File: config.mk
export PLATFORM = sky130hd
export DESIGN_NAME = hazard_ctrl
export DESIGN_NICKNAME = d
export VERILOG_FILES = /design/src/rtl/hazard_ctrl.sv
export SDC_FILE = /design/constraint.sdc
export NUM_CORES = 1
export LEC_CHECK = 0
export CORE_ASPECT_RATIO = 0.75
export CORE_MARGIN = 2
export CORE_UTILIZATION = 42
export CTS_CLUSTER_DIAMETER = 80
export DETAILED_ROUTE_END_ITERATION = 10
export PLACE_DENSITY_LB_ADDON = 0.2
export REMOVE_ABC_BUFFERS = 1
export SETUP_SLACK_MARGIN = 0.2
export SLEW_MARGIN = 15
export SYNTH_ARGS = -nofsm -noshare
export SYNTH_HDL_FRONTEND = slang
export SYNTH_SLANG_ARGS = --single-unit
File: constraint.sdc
create_clock -name clk -period 3.33 [get_ports clk]
set_clock_uncertainty 0.15 [all_clocks]
set_input_delay 0.333 -clock clk [delete_from_list [all_inputs] [get_ports clk]]
set_output_delay 0.333 -clock clk [all_outputs]
set_load 0.03 [all_outputs]
File: src/rtl/hazard_ctrl.sv
// Pipeline sequencing controller: load-use stalls, branch squash, multi-cycle vector hold,
// memory-wait freeze and halt. Define HAZARD_PERF_CNT_EN to build the stall-cycle counter.
module hazard_ctrl (
    input  logic        clk,
    input  logic        rst_n,
    input  logic [4:0]  id_rs_addr,
    input  logic [4:0]  id_rt_addr,
    input  logic        id_uses_rt,
    input  logic        id_vec_op,
    input  logic [3:0]  id_vec_len,
    input  logic        id_halt,
    input  logic [4:0]  exe_rt_addr,
    input  logic        exe_memtoreg,
    input  logic        exe_branch_taken,
    input  logic        mem_busy,
    output logic        pc_en,
    output logic        ifid_en,
    output logic        ifid_flush,
    output logic        idexe_bubble,
    output logic        idexe_hold,
    output logic [3:0]  elem_idx,
    output logic [1:0]  state,
    output logic        halted,
    output logic [15:0] stall_cycles
);

    typedef enum logic [1:0] {
        RUN  = 2'd0,
        VEC  = 2'd1,
        HALT = 2'd2,
        ILL  = 2'd3
    } state_t;

    state_t     cur, nxt;
    logic [3:0] vcnt, vcnt_nxt, elem_nxt;
    logic       lu;

    assign lu = exe_memtoreg && (exe_rt_addr != 5'd0) &&
                ((exe_rt_addr == id_rs_addr) || (id_uses_rt && (exe_rt_addr == id_rt_addr)));

    always_ff @(posedge clk) begin
        if (!rst_n) begin
            cur      <= RUN;
            vcnt     <= 4'd0;
            elem_idx <= 4'd0;
        end else begin
            cur      <= nxt;
            vcnt     <= vcnt_nxt;
            elem_idx <= elem_nxt;
        end
    end

    always_comb begin
        nxt          = cur;
        vcnt_nxt     = vcnt;
        elem_nxt     = elem_idx;
        pc_en        = 1'b0;
        ifid_en      = 1'b0;
        ifid_flush   = 1'b0;
        idexe_bubble = 1'b0;
        idexe_hold   = 1'b0;
        halted       = 1'b0;
        if (!rst_n) begin
            idexe_bubble = 1'b1;
        end else if (mem_busy) begin
            // EXE is frozen: everything holds, including a pending branch
            idexe_hold = 1'b1;
            halted     = (cur == HALT);
        end else begin
            case (cur)
                RUN: begin
                    elem_nxt = 4'd0;
                    if (exe_branch_taken) begin
                        pc_en        = 1'b1;
                        ifid_flush   = 1'b1;
                        idexe_bubble = 1'b1;
                    end else if (lu) begin
                        idexe_bubble = 1'b1;
                    end else if (id_halt) begin
                        idexe_bubble = 1'b1;
                        nxt          = HALT;
                    end else begin
                        pc_en   = 1'b1;
                        ifid_en = 1'b1;
                        if (id_vec_op && (id_vec_len >= 4'd2)) begin
                            vcnt_nxt = id_vec_len - 4'd1;
                            nxt      = VEC;
                        end
                    end
                end
                VEC: begin
                    idexe_hold = 1'b1;
                    elem_nxt   = elem_idx + 4'd1;
                    vcnt_nxt   = vcnt - 4'd1;
                    // <=1 rather than ==1 so a corrupted zero count cannot wrap
                    if (vcnt <= 4'd1) begin
                        nxt      = RUN;
                        vcnt_nxt = 4'd0;
                    end
                end
                HALT: begin
                    idexe_bubble = 1'b1;
                    halted       = 1'b1;
                    elem_nxt     = 4'd0;
                end
                default: begin
                    pc_en    = 1'b1;
                    ifid_en  = 1'b1;
                    nxt      = RUN;
                    vcnt_nxt = 4'd0;
                    elem_nxt = 4'd0;
                end
            endcase
        end
    end

    assign state = cur;

`ifdef HAZARD_PERF_CNT_EN
    logic [15:0] stall_q;

    always_ff @(posedge clk) begin
        if (!rst_n)
            stall_q <= 16'd0;
        else if (!pc_en && (cur != HALT) && (stall_q != 16'hFFFF))
            stall_q <= stall_q + 16'd1;
    end

    assign stall_cycles = stall_q;
`else
    assign stall_cycles = 16'd0;
`endif

endmodule

# Word level (Yosys, flattened, before mapping)

Cells that the tools add are included.

Bits in registers: 10
Input port bits: 27
Output and inout port bits: 28
Word-level logic and storage cells: 69

Add/subtract/negate cells: 3
$lt $le $gt $ge: 2
Eq/ne operators: 10
Muxes and demuxes: 39
Bitwise operators: 2
Reduce and logical (&&, ||, !) cells: 10

Operator list:

| operator                                                                            | count |
|---|---|
| 4-bit 2-to-1 mux                                                                    | 6 |
| 1-bit 2-to-1 mux                                                                    | 23 |
| 4-bit case mux with 3 select lines                                                  | 1 |
| 6-bit AND reduction                                                                 | 2 |
| 5-bit equality test                                                                 | 2 |
| 2-bit 2-to-1 mux                                                                    | 5 |
| 2-bit inequality test, second input constant                                        | 5 |
| 4-bit by 1-bit subtractor with 4-bit output, second input constant                  | 2 |
| 1-bit case mux with 2 select lines                                                  | 3 |
| 2-bit case mux with 3 select lines                                                  | 1 |
| 5-bit nonzero test                                                                  | 1 |
| 4-bit by 1-bit adder with 4-bit output, second input constant                       | 1 |
| 4-bit by 2-bit greater-or-equal comparator with 1-bit output, second input constant | 1 |
| 4-bit by 1-bit less-or-equal comparator with 1-bit output, second input constant    | 1 |
| 1-bit logical AND                                                                   | 4 |
| 3-bit inequality test, second input constant                                        | 1 |
| 2-bit by 1-bit equality test with 1-bit output, second input constant               | 1 |
| 2-bit equality test, second input constant                                          | 1 |
| 2-bit zero test                                                                     | 1 |
| 1-bit inverter                                                                      | 2 |
| 2-bit OR reduction                                                                  | 1 |
| 1-bit logical OR                                                                    | 1 |

# Logic depth before layout (Yosys ltp)

Gate-level depths: netlist of run 1.

Depth in word-level cells: 9
Gate-level depth with buffers: 7
Gate-level depth less buffers: 7

# Worst setup path before layout of run 1

Ideal clock, no wire load.

Path kind: register -> output
Start: reg cur[0] (netlist: state[0])
End: out ifid_flush
Arrival time: 1.736 ns
Required time: 2.847 ns
Path slack: 1.111 ns
Stages on the path, launching flop included: 6
Buffers on the path: 1
Cell sequence: dfxtp_1 > inv_1 > ha_1 > clkbuf_1 > nand2_1 > nor3_1

Longest elaborated chain between the ends: 4

Ends and longest elaborated chain:

| what                     | RTL line | source |
|---|---|---|
| start: declaration       | 34       | `state_t cur, nxt;` |
| start signal: assignment | 47       | `cur <= nxt;` |
| 2-bit zero test          | 70       | `case (cur)` |
| 1-bit 2-to-1 mux         | 70       |  |
| 1-bit 2-to-1 mux         | 65       | `end else if (mem_busy) begin` |
| 1-bit 2-to-1 mux         | 63       | `if (!rst_n) begin` |
| end: declaration         | 18       | `output logic ifid_flush,` |

Every way passes these cells.

# Worst setup path in the final report of run 1

Start: in exe_rt_addr[1]
End: out pc_en

Longest elaborated chain between the ends: 9
Elaborated cells between the ends (all ways): 12
Those cells by class: eq/ne: 2; mux: 5; reduce/logical: 5

Ends and longest elaborated chain:

| what                                 | RTL line | source |
|---|---|---|
| start: declaration                   | 12       | `input logic [4:0] exe_rt_addr,` |
| 5-bit equality test                  | 39       | `((exe_rt_addr == id_rs_addr) \|\| (id_uses_rt && (exe_rt_addr == id_rt_addr)));` |
| 1-bit logical AND                    | 39       |  |
| 1-bit logical OR                     | 39       |  |
| 1-bit logical AND *                  | 38       | `assign lu = exe_memtoreg && (exe_rt_addr != 5'd0) &&` |
| 1-bit 2-to-1 mux *                   | 77       | `end else if (lu) begin` |
| 1-bit 2-to-1 mux *                   | 73       | `if (exe_branch_taken) begin` |
| 1-bit case mux with 2 select lines * | 70       |  |
| 1-bit 2-to-1 mux *                   | 65       |  |
| 1-bit 2-to-1 mux *                   | 63       |  |
| end: declaration                     | 16       | `output logic pc_en,` |

Mark *: on every way between the ends. The rest lies on a longest branch, timed or not.

==> impl_metrics.toml, run 1 <==
[grt]
grt-ovfl-total = 0
grtUsageTotal_pct = 16.1
grt_pass1_vias = 796
antenna_found_initial = 0
grt_pass1_wl_um = 3410
grt_max_degree = 17

[setup_path]
crit_start = "exe_rt_addr[1]"
crit_fanout = 4
cp_num_cells = 6
required_ns = 2.85
rrSetupSlack_ns = 1.14
crit_type = "in2out"
crit_path_end = "pc_en"
worstReg2RegStart = "vcnt[0]"
worst_r2r_path_depth = 7
path_common_cell = "clkdlybuf4s50_1"
cp-start-kind = "primary input"
slowest_stage = "clkdlybuf4s50_1"
path_delay_family = "buffers and inverters"
critical_path_buf_inv_count = 2
critPathArrivalTime_ns = 2.56
slowest_delay_ns = 0.69
crit_chain = "clkdlybuf4s50_1 -> or4_4 -> o21ai_4 -> o21bai_1 -> a31oi_1 -> clkdlybuf4s50_1"
end_kind = "primary output"
r2r-end = "state[0]"

[route]
drtAntennaViolNets = 0
viasPerCell = 4.69
num_vias = 933
dr.pass1.iters = 4
wl_per_cell_um = 10.8
routed_wirelength_um = 2150
drc = 0
drt_iter0_markers = 33

[yosys]
synth-xor-area-share_pct = 13.4
seq_area_frac_synth_pct = 19.1
yosys.area_share.simple_pct = 14.9
syn_area_um2 = 1050
synthMuxAreaShare_pct = 7.77
yosys_warnings = 0
synth_compound_area_share_pct = 18.0
netlist_instances = 127
synth_top_family_by_area = "compound AO/OA/AOI/OAI gates"
synthAdderAreaFrac_pct = 9.56
syn_area_per_cell_um2 = 8.25
ys_ff_latch = 10
yosysUniqueCellTypes = 35

[floorplan]
num_rows = 15
die_area_um2 = 2910
num_io_pins = 55
start_util_pct = 45.0
die_y_um = 47.2
core-area_um2 = 2330
die_x_um = 61.7

[clock_tree]
clk_pin_slew_ns = 0.07
cts_buffer_depth = 2
cts-root-buf = "clkbuf_4"
cts.sinks = 10
numCtsBuffers = 3
holdBufCountCts = 0
cts_htree_levels = 1
insertion_delay_ns = 0.26
cts_tree = "done"

[power]
powerDensity_nw_per_um2 = 282
seq_power_share_pct = 32.1
p_int_w = 0.000263
ir_worst_vdd_v = 0.000202
swShare_pct = 35.0
leakagePower_nw = 0.650
p_sw_w = 0.000142
comb_power_share_pct = 41.2
p_clk_share_pct = 26.7

[timing]
rsz0062_at_grt = "true"
setup_slack_ns = 0.282
tightest_slew_ns = 0.666
setup-violations-final = 0
slew_headroom_pct = 55.2
finalCritPeriodShare_pct = 91.5
drv_slew = 0
fmax_ghz = 0.328
finalHoldViolCount = 0
fin_crit_ns = 3.05
finalSetupTns_ns = 0
hold_ws_ns = 0.337

[finish]
nets = 201
areaGrowthSynthToFinish_pct = 37.2
antennaDiodeCount = 0
layout_commonest_cell = "clkdlybuf4s50_1"
filler_cell_count = 208
seqCellArea_um2 = 200
drive_gt1_share_pct = 6.67
multi_input_area_um2 = 727
final_cell_mix = "36 x clkdlybuf4s50_1, 16 x conb_1, 12 x inv_1, 12 x xor2_1, 11 x nand2_1"

[run_status]
status = "finished clean"

[place]
io_buffers = 38
dpl.hpwl_um = 1870
globalplace.congestion = 0.787
dpl_worst_slack_ns = 0.225

[min_path]
hold_depth = 2
hp-class = "reg2reg"

[flow_run]
maxCapViolCount = 0
## sequential cells by signal (all words and copies together), names as in the netlist
register	cells
vcnt	4
state	2
elem_idx	4
## synthesized netlist by cell type (all sizes together)
| cell type | number | area (µm²) |
|---|---|---|
| clkbuf | 3 | 11.3 |
| nand2 | 11 | 41.3 |
| a31o | 1 | 8.76 |
| conb | 1 | 3.75 |
| o41ai | 1 | 8.76 |
| a32oi | 1 | 16.3 |
| nand3b | 1 | 7.51 |
| inv | 12 | 45.0 |
| dfxtp | 10 | 200 |
| a31oi | 1 | 6.26 |
| nand4 | 2 | 12.5 |
| or4 | 1 | 11.3 |
| o211ai | 2 | 15.0 |
| xor2 | 12 | 105 |
| nor3 | 4 | 20.0 |
| nor2b | 1 | 6.26 |
| mux2i | 7 | 70.1 |
| buf | 16 | 120 |
| o22ai | 3 | 18.8 |
| and2 | 1 | 6.26 |
| nor4 | 1 | 12.5 |
| xnor2 | 4 | 35.0 |
| o211a | 1 | 10.0 |
| mux2 | 1 | 11.3 |
| nor2 | 9 | 33.8 |
| o21ai | 4 | 31.3 |
| a21oi | 1 | 5.00 |
| nand3 | 1 | 5.00 |
| ha | 8 | 100 |
| o21bai | 2 | 18.8 |
| o31ai | 2 | 15.0 |
| o311ai | 1 | 26.3 |
| a22o | 1 | 8.76 |
## worst min-delay path, cell delays in order, from the launching register on
cell	delay (ns)
dfxtp_1	0.32
nand2_1	0.06
mux2i_1	0.06
## cells by family (layout without fill, tap and decap cells)
group	Yosys count	after routing
xor+xnor	16	16
other cells	1	16
mux	8	8
buf+inv	31	54
fa+ha+maj	8	8
simple gates	32	32
flops	10	10
compound gates	21	21
## layer usage
metal	wire (µm)	vias to the layer above	GRT usage, %
li1	-	477	-
met1	1060	422	21.4
met2	938	34	26.5
met3	152	0	4.96
met4	0	0	2.55
met5	0	-	0
## worst min-delay path by stage
stage / start / to / slack, ns
after global routing: vcnt[1] / vcnt[1] / 0.37
after global placement: vcnt[1] / vcnt[1] / 0.32
after detailed placement: vcnt[1] / vcnt[1] / 0.33
after CTS: vcnt[1] / vcnt[1] / 0.33
final: vcnt[1] / vcnt[1] / 0.34
after floorplan: vcnt[1] / vcnt[1] / 0.30
## timing repair
action | 4_1_cts | 5_1_grt
endpoints found under the setup margin | 0 | 2
setup buffers | 0 | 0
resized for setup | 0 | 3
## power by group through the flow
| stage | combinational [W] | sequential (W) | clock [W] |
|---|---|---|---|
| 6_report | 0.000167 | 0.000130 | 0.000108 |
| 5_1_grt | 0.000182 | 0.000131 | 0.000119 |
| 2_1_floorplan | 0.0000975 | 0.000136 | 0 |
| 3_3_place_gp | 0.000164 | 0.000132 | 0 |
| 4_1_cts | 0.000168 | 0.000130 | 0.000112 |
| 3_5_place_dp | 0.000167 | 0.000133 | 0 |
## per-stage QoR
step | cells | instance area (µm²) | util [%] | total power (W)
floorplan | 123 | 972 | - | 0.000234
global placement | 195 | 1400 | 59.9 | 0.000297
detailed placement | 195 | 1400 | 59.9 | 0.000300
CTS | 199 | 1430 | 61.5 | 0.000410
global route | 199 | 1440 | 61.7 | 0.000432
finish | 199 | 1440 | 61.7 | 0.000405
## area by class of cell
class	instances	share of cell area [%]
clock buffers	4	2.53
inverters	12	3.14
multi-input cells	101	50.6
flip-flops and latches	10	13.9
well taps	34	2.96
repair buffers	38	26.8
Power figures use the tool's default switching activity.
==> run 2, diff against run 1 <==
- CORE_UTILIZATION: 42 -> 36
- clock period: 3.33 -> 2.8 ns (I/O delays scaled with it)
==> impl_metrics.toml, run 2 (synthesis gave the netlist of run 1 again) <==
[run_status]
status = "finished clean"

[finish]
final_cell_mix = "35 x clkdlybuf4s50_1, 16 x conb_1, 12 x inv_1, 12 x xor2_1, 11 x nand2_1"
filler_cell_count = 269
drive_gt1_share_pct = 10.7
layout_commonest_cell = "clkdlybuf4s50_1"
antennaDiodeCount = 0
stdcell_count = 204
areaGrowthSynthToFinish_pct = 40.4
nets = 204

[route]
drtAntennaViolNets = 0
wl_per_cell_um = 11.6
drt_iter0_markers = 16
num_vias = 920
routed_wirelength_um = 2380
dr.pass1.iters = 3
drc = 0
viasPerCell = 4.51

[clock_tree]
post_cts_resize_count = 0
cts.sinks = 10
numCtsBuffers = 3
cts_buffer_depth = 2
clk_pin_slew_ns = 0.04
holdBufCountCts = 0
cts_setup_buffers = 0
cts-root-buf = "clkbuf_8"
insertion_delay_ns = 0.23
cts_htree_levels = 1
cts_tree = "done"

[floorplan]
start_util_pct = 39.0
num_io_pins = 55
core-area_um2 = 2680
die_x_um = 66.3
die_y_um = 50.7
num_rows = 16
die_area_um2 = 3360

[timing]
slew_headroom_pct = 52.5
finalCritPeriodShare_pct = 90.0
fmax_ghz = 0.397
setup-violations-final = 0
fin_crit_ns = 2.52
tightest_slew_ns = 0.707
finalHoldViolCount = 0
finalSetupTns_ns = 0
rsz0062_at_grt = "false"
drv_slew = 0

[power]
powerDensity_nw_per_um2 = 363
ir_worst_vdd_v = 0.000337
leakagePower_nw = 0.651

[setup_path]
cp-start-kind = "primary input"
required_ns = 2.37
end_kind = "primary output"
slowest_stage = "or4_4"
crit_type = "in2out"
crit_fanout = 4
slowest_delay_ns = 0.57
path_delay_family = "buffers and inverters"
critical_path_buf_inv_count = 2
crit_chain = "clkdlybuf4s50_1 -> or4_4 -> o21ai_4 -> o21ai_1 -> a31o_2 -> buf_4"
critPathArrivalTime_ns = 2.09

[grt]
grt_max_degree = 13
grt_pass1_wl_um = 3860
use_met1_pct = 20.1
grt-ovfl-total = 0
top_usage_layer = "met2"
grtUsageTotal_pct = 15.0
grt_pass1_vias = 859
met3_usage_pct = 4.93
grt_use_met2_pct = 24.0
antenna_found_initial = 0

[flow_run]
maxCapViolCount = 0

[place]
io_buffers = 38
dp_cells = 200
globalplace.congestion = 0.737
dpl.hpwl_um = 2060

[min_path]
hp-class = "reg2reg"
## run 2: routing by layer
layer  wire length [µm]  vias to the layer above
met5                  0                        -
met3                138                        0
met1               1210                      406
met4                  0                        0
li1                   -                      483
met2               1030                       31
## run 2: area by class of cell
class / count / area, µm² / area share, %
Sequential cell: 10 / 200 / 13.6
Clock buffer: 4 / 55.1 / 3.74
Inverter: 12 / 45.0 / 3.06
Timing Repair Buffer: 41 / 395 / 26.9
Tap cell: 36 / 45.0 / 3.06
Multi-Input combinational cell: 101 / 729 / 49.6
## run 2: path summary, 6_finish.rpt
kind                   from      endpoint  slack, ns  depth (start not counted)
min reg2reg         vcnt[1]       vcnt[1]       0.33                          2
max reg2reg         vcnt[0]      state[0]       0.56                          7
max          exe_rt_addr[1]  idexe_bubble       0.28                          6
min                 vcnt[1]       vcnt[1]       0.33                          2
## run 2: report_power, final
part	leakage, nW	internal, W	switching [W]
Sequential	0.0811	0.000149	0.00000681
Clock	0.0288	0.000123	0.0000515
Combinational	0.541	0.0000888	0.000115
Total	0.651	0.000361	0.000173
## run 2: worst reg2reg max path, cell delays in order (launching register included)
cell      delay (ns)
dfxtp_1         0.34
inv_1           0.07
ha_1            0.18
nor2_1          0.06
o31ai_1         0.58
nand4_1         0.17
o21bai_2        0.26
mux2_1          0.32
## run 2: through the flow
| stage | hold slack [ns] | cell area, µm² | utilization, % | setup slack, ns | total power, W |
|---|---|---|---|---|---|
| 2_1_floorplan | 0.269 | 972 | - | 0.704 | 0.000278 |
| 3_3_place_gp | 0.318 | 1410 | 52.7 | 0.278 | 0.000357 |
| 3_5_place_dp | 0.326 | 1410 | 52.7 | 0.223 | 0.000362 |
| 4_1_cts | 0.332 | 1470 | 54.7 | 0.225 | 0.000539 |
| 5_1_grt | 0.357 | 1470 | 54.8 | 0.210 | 0.000568 |
| 6_report | 0.328 | 1470 | 54.8 | 0.280 | 0.000534 |
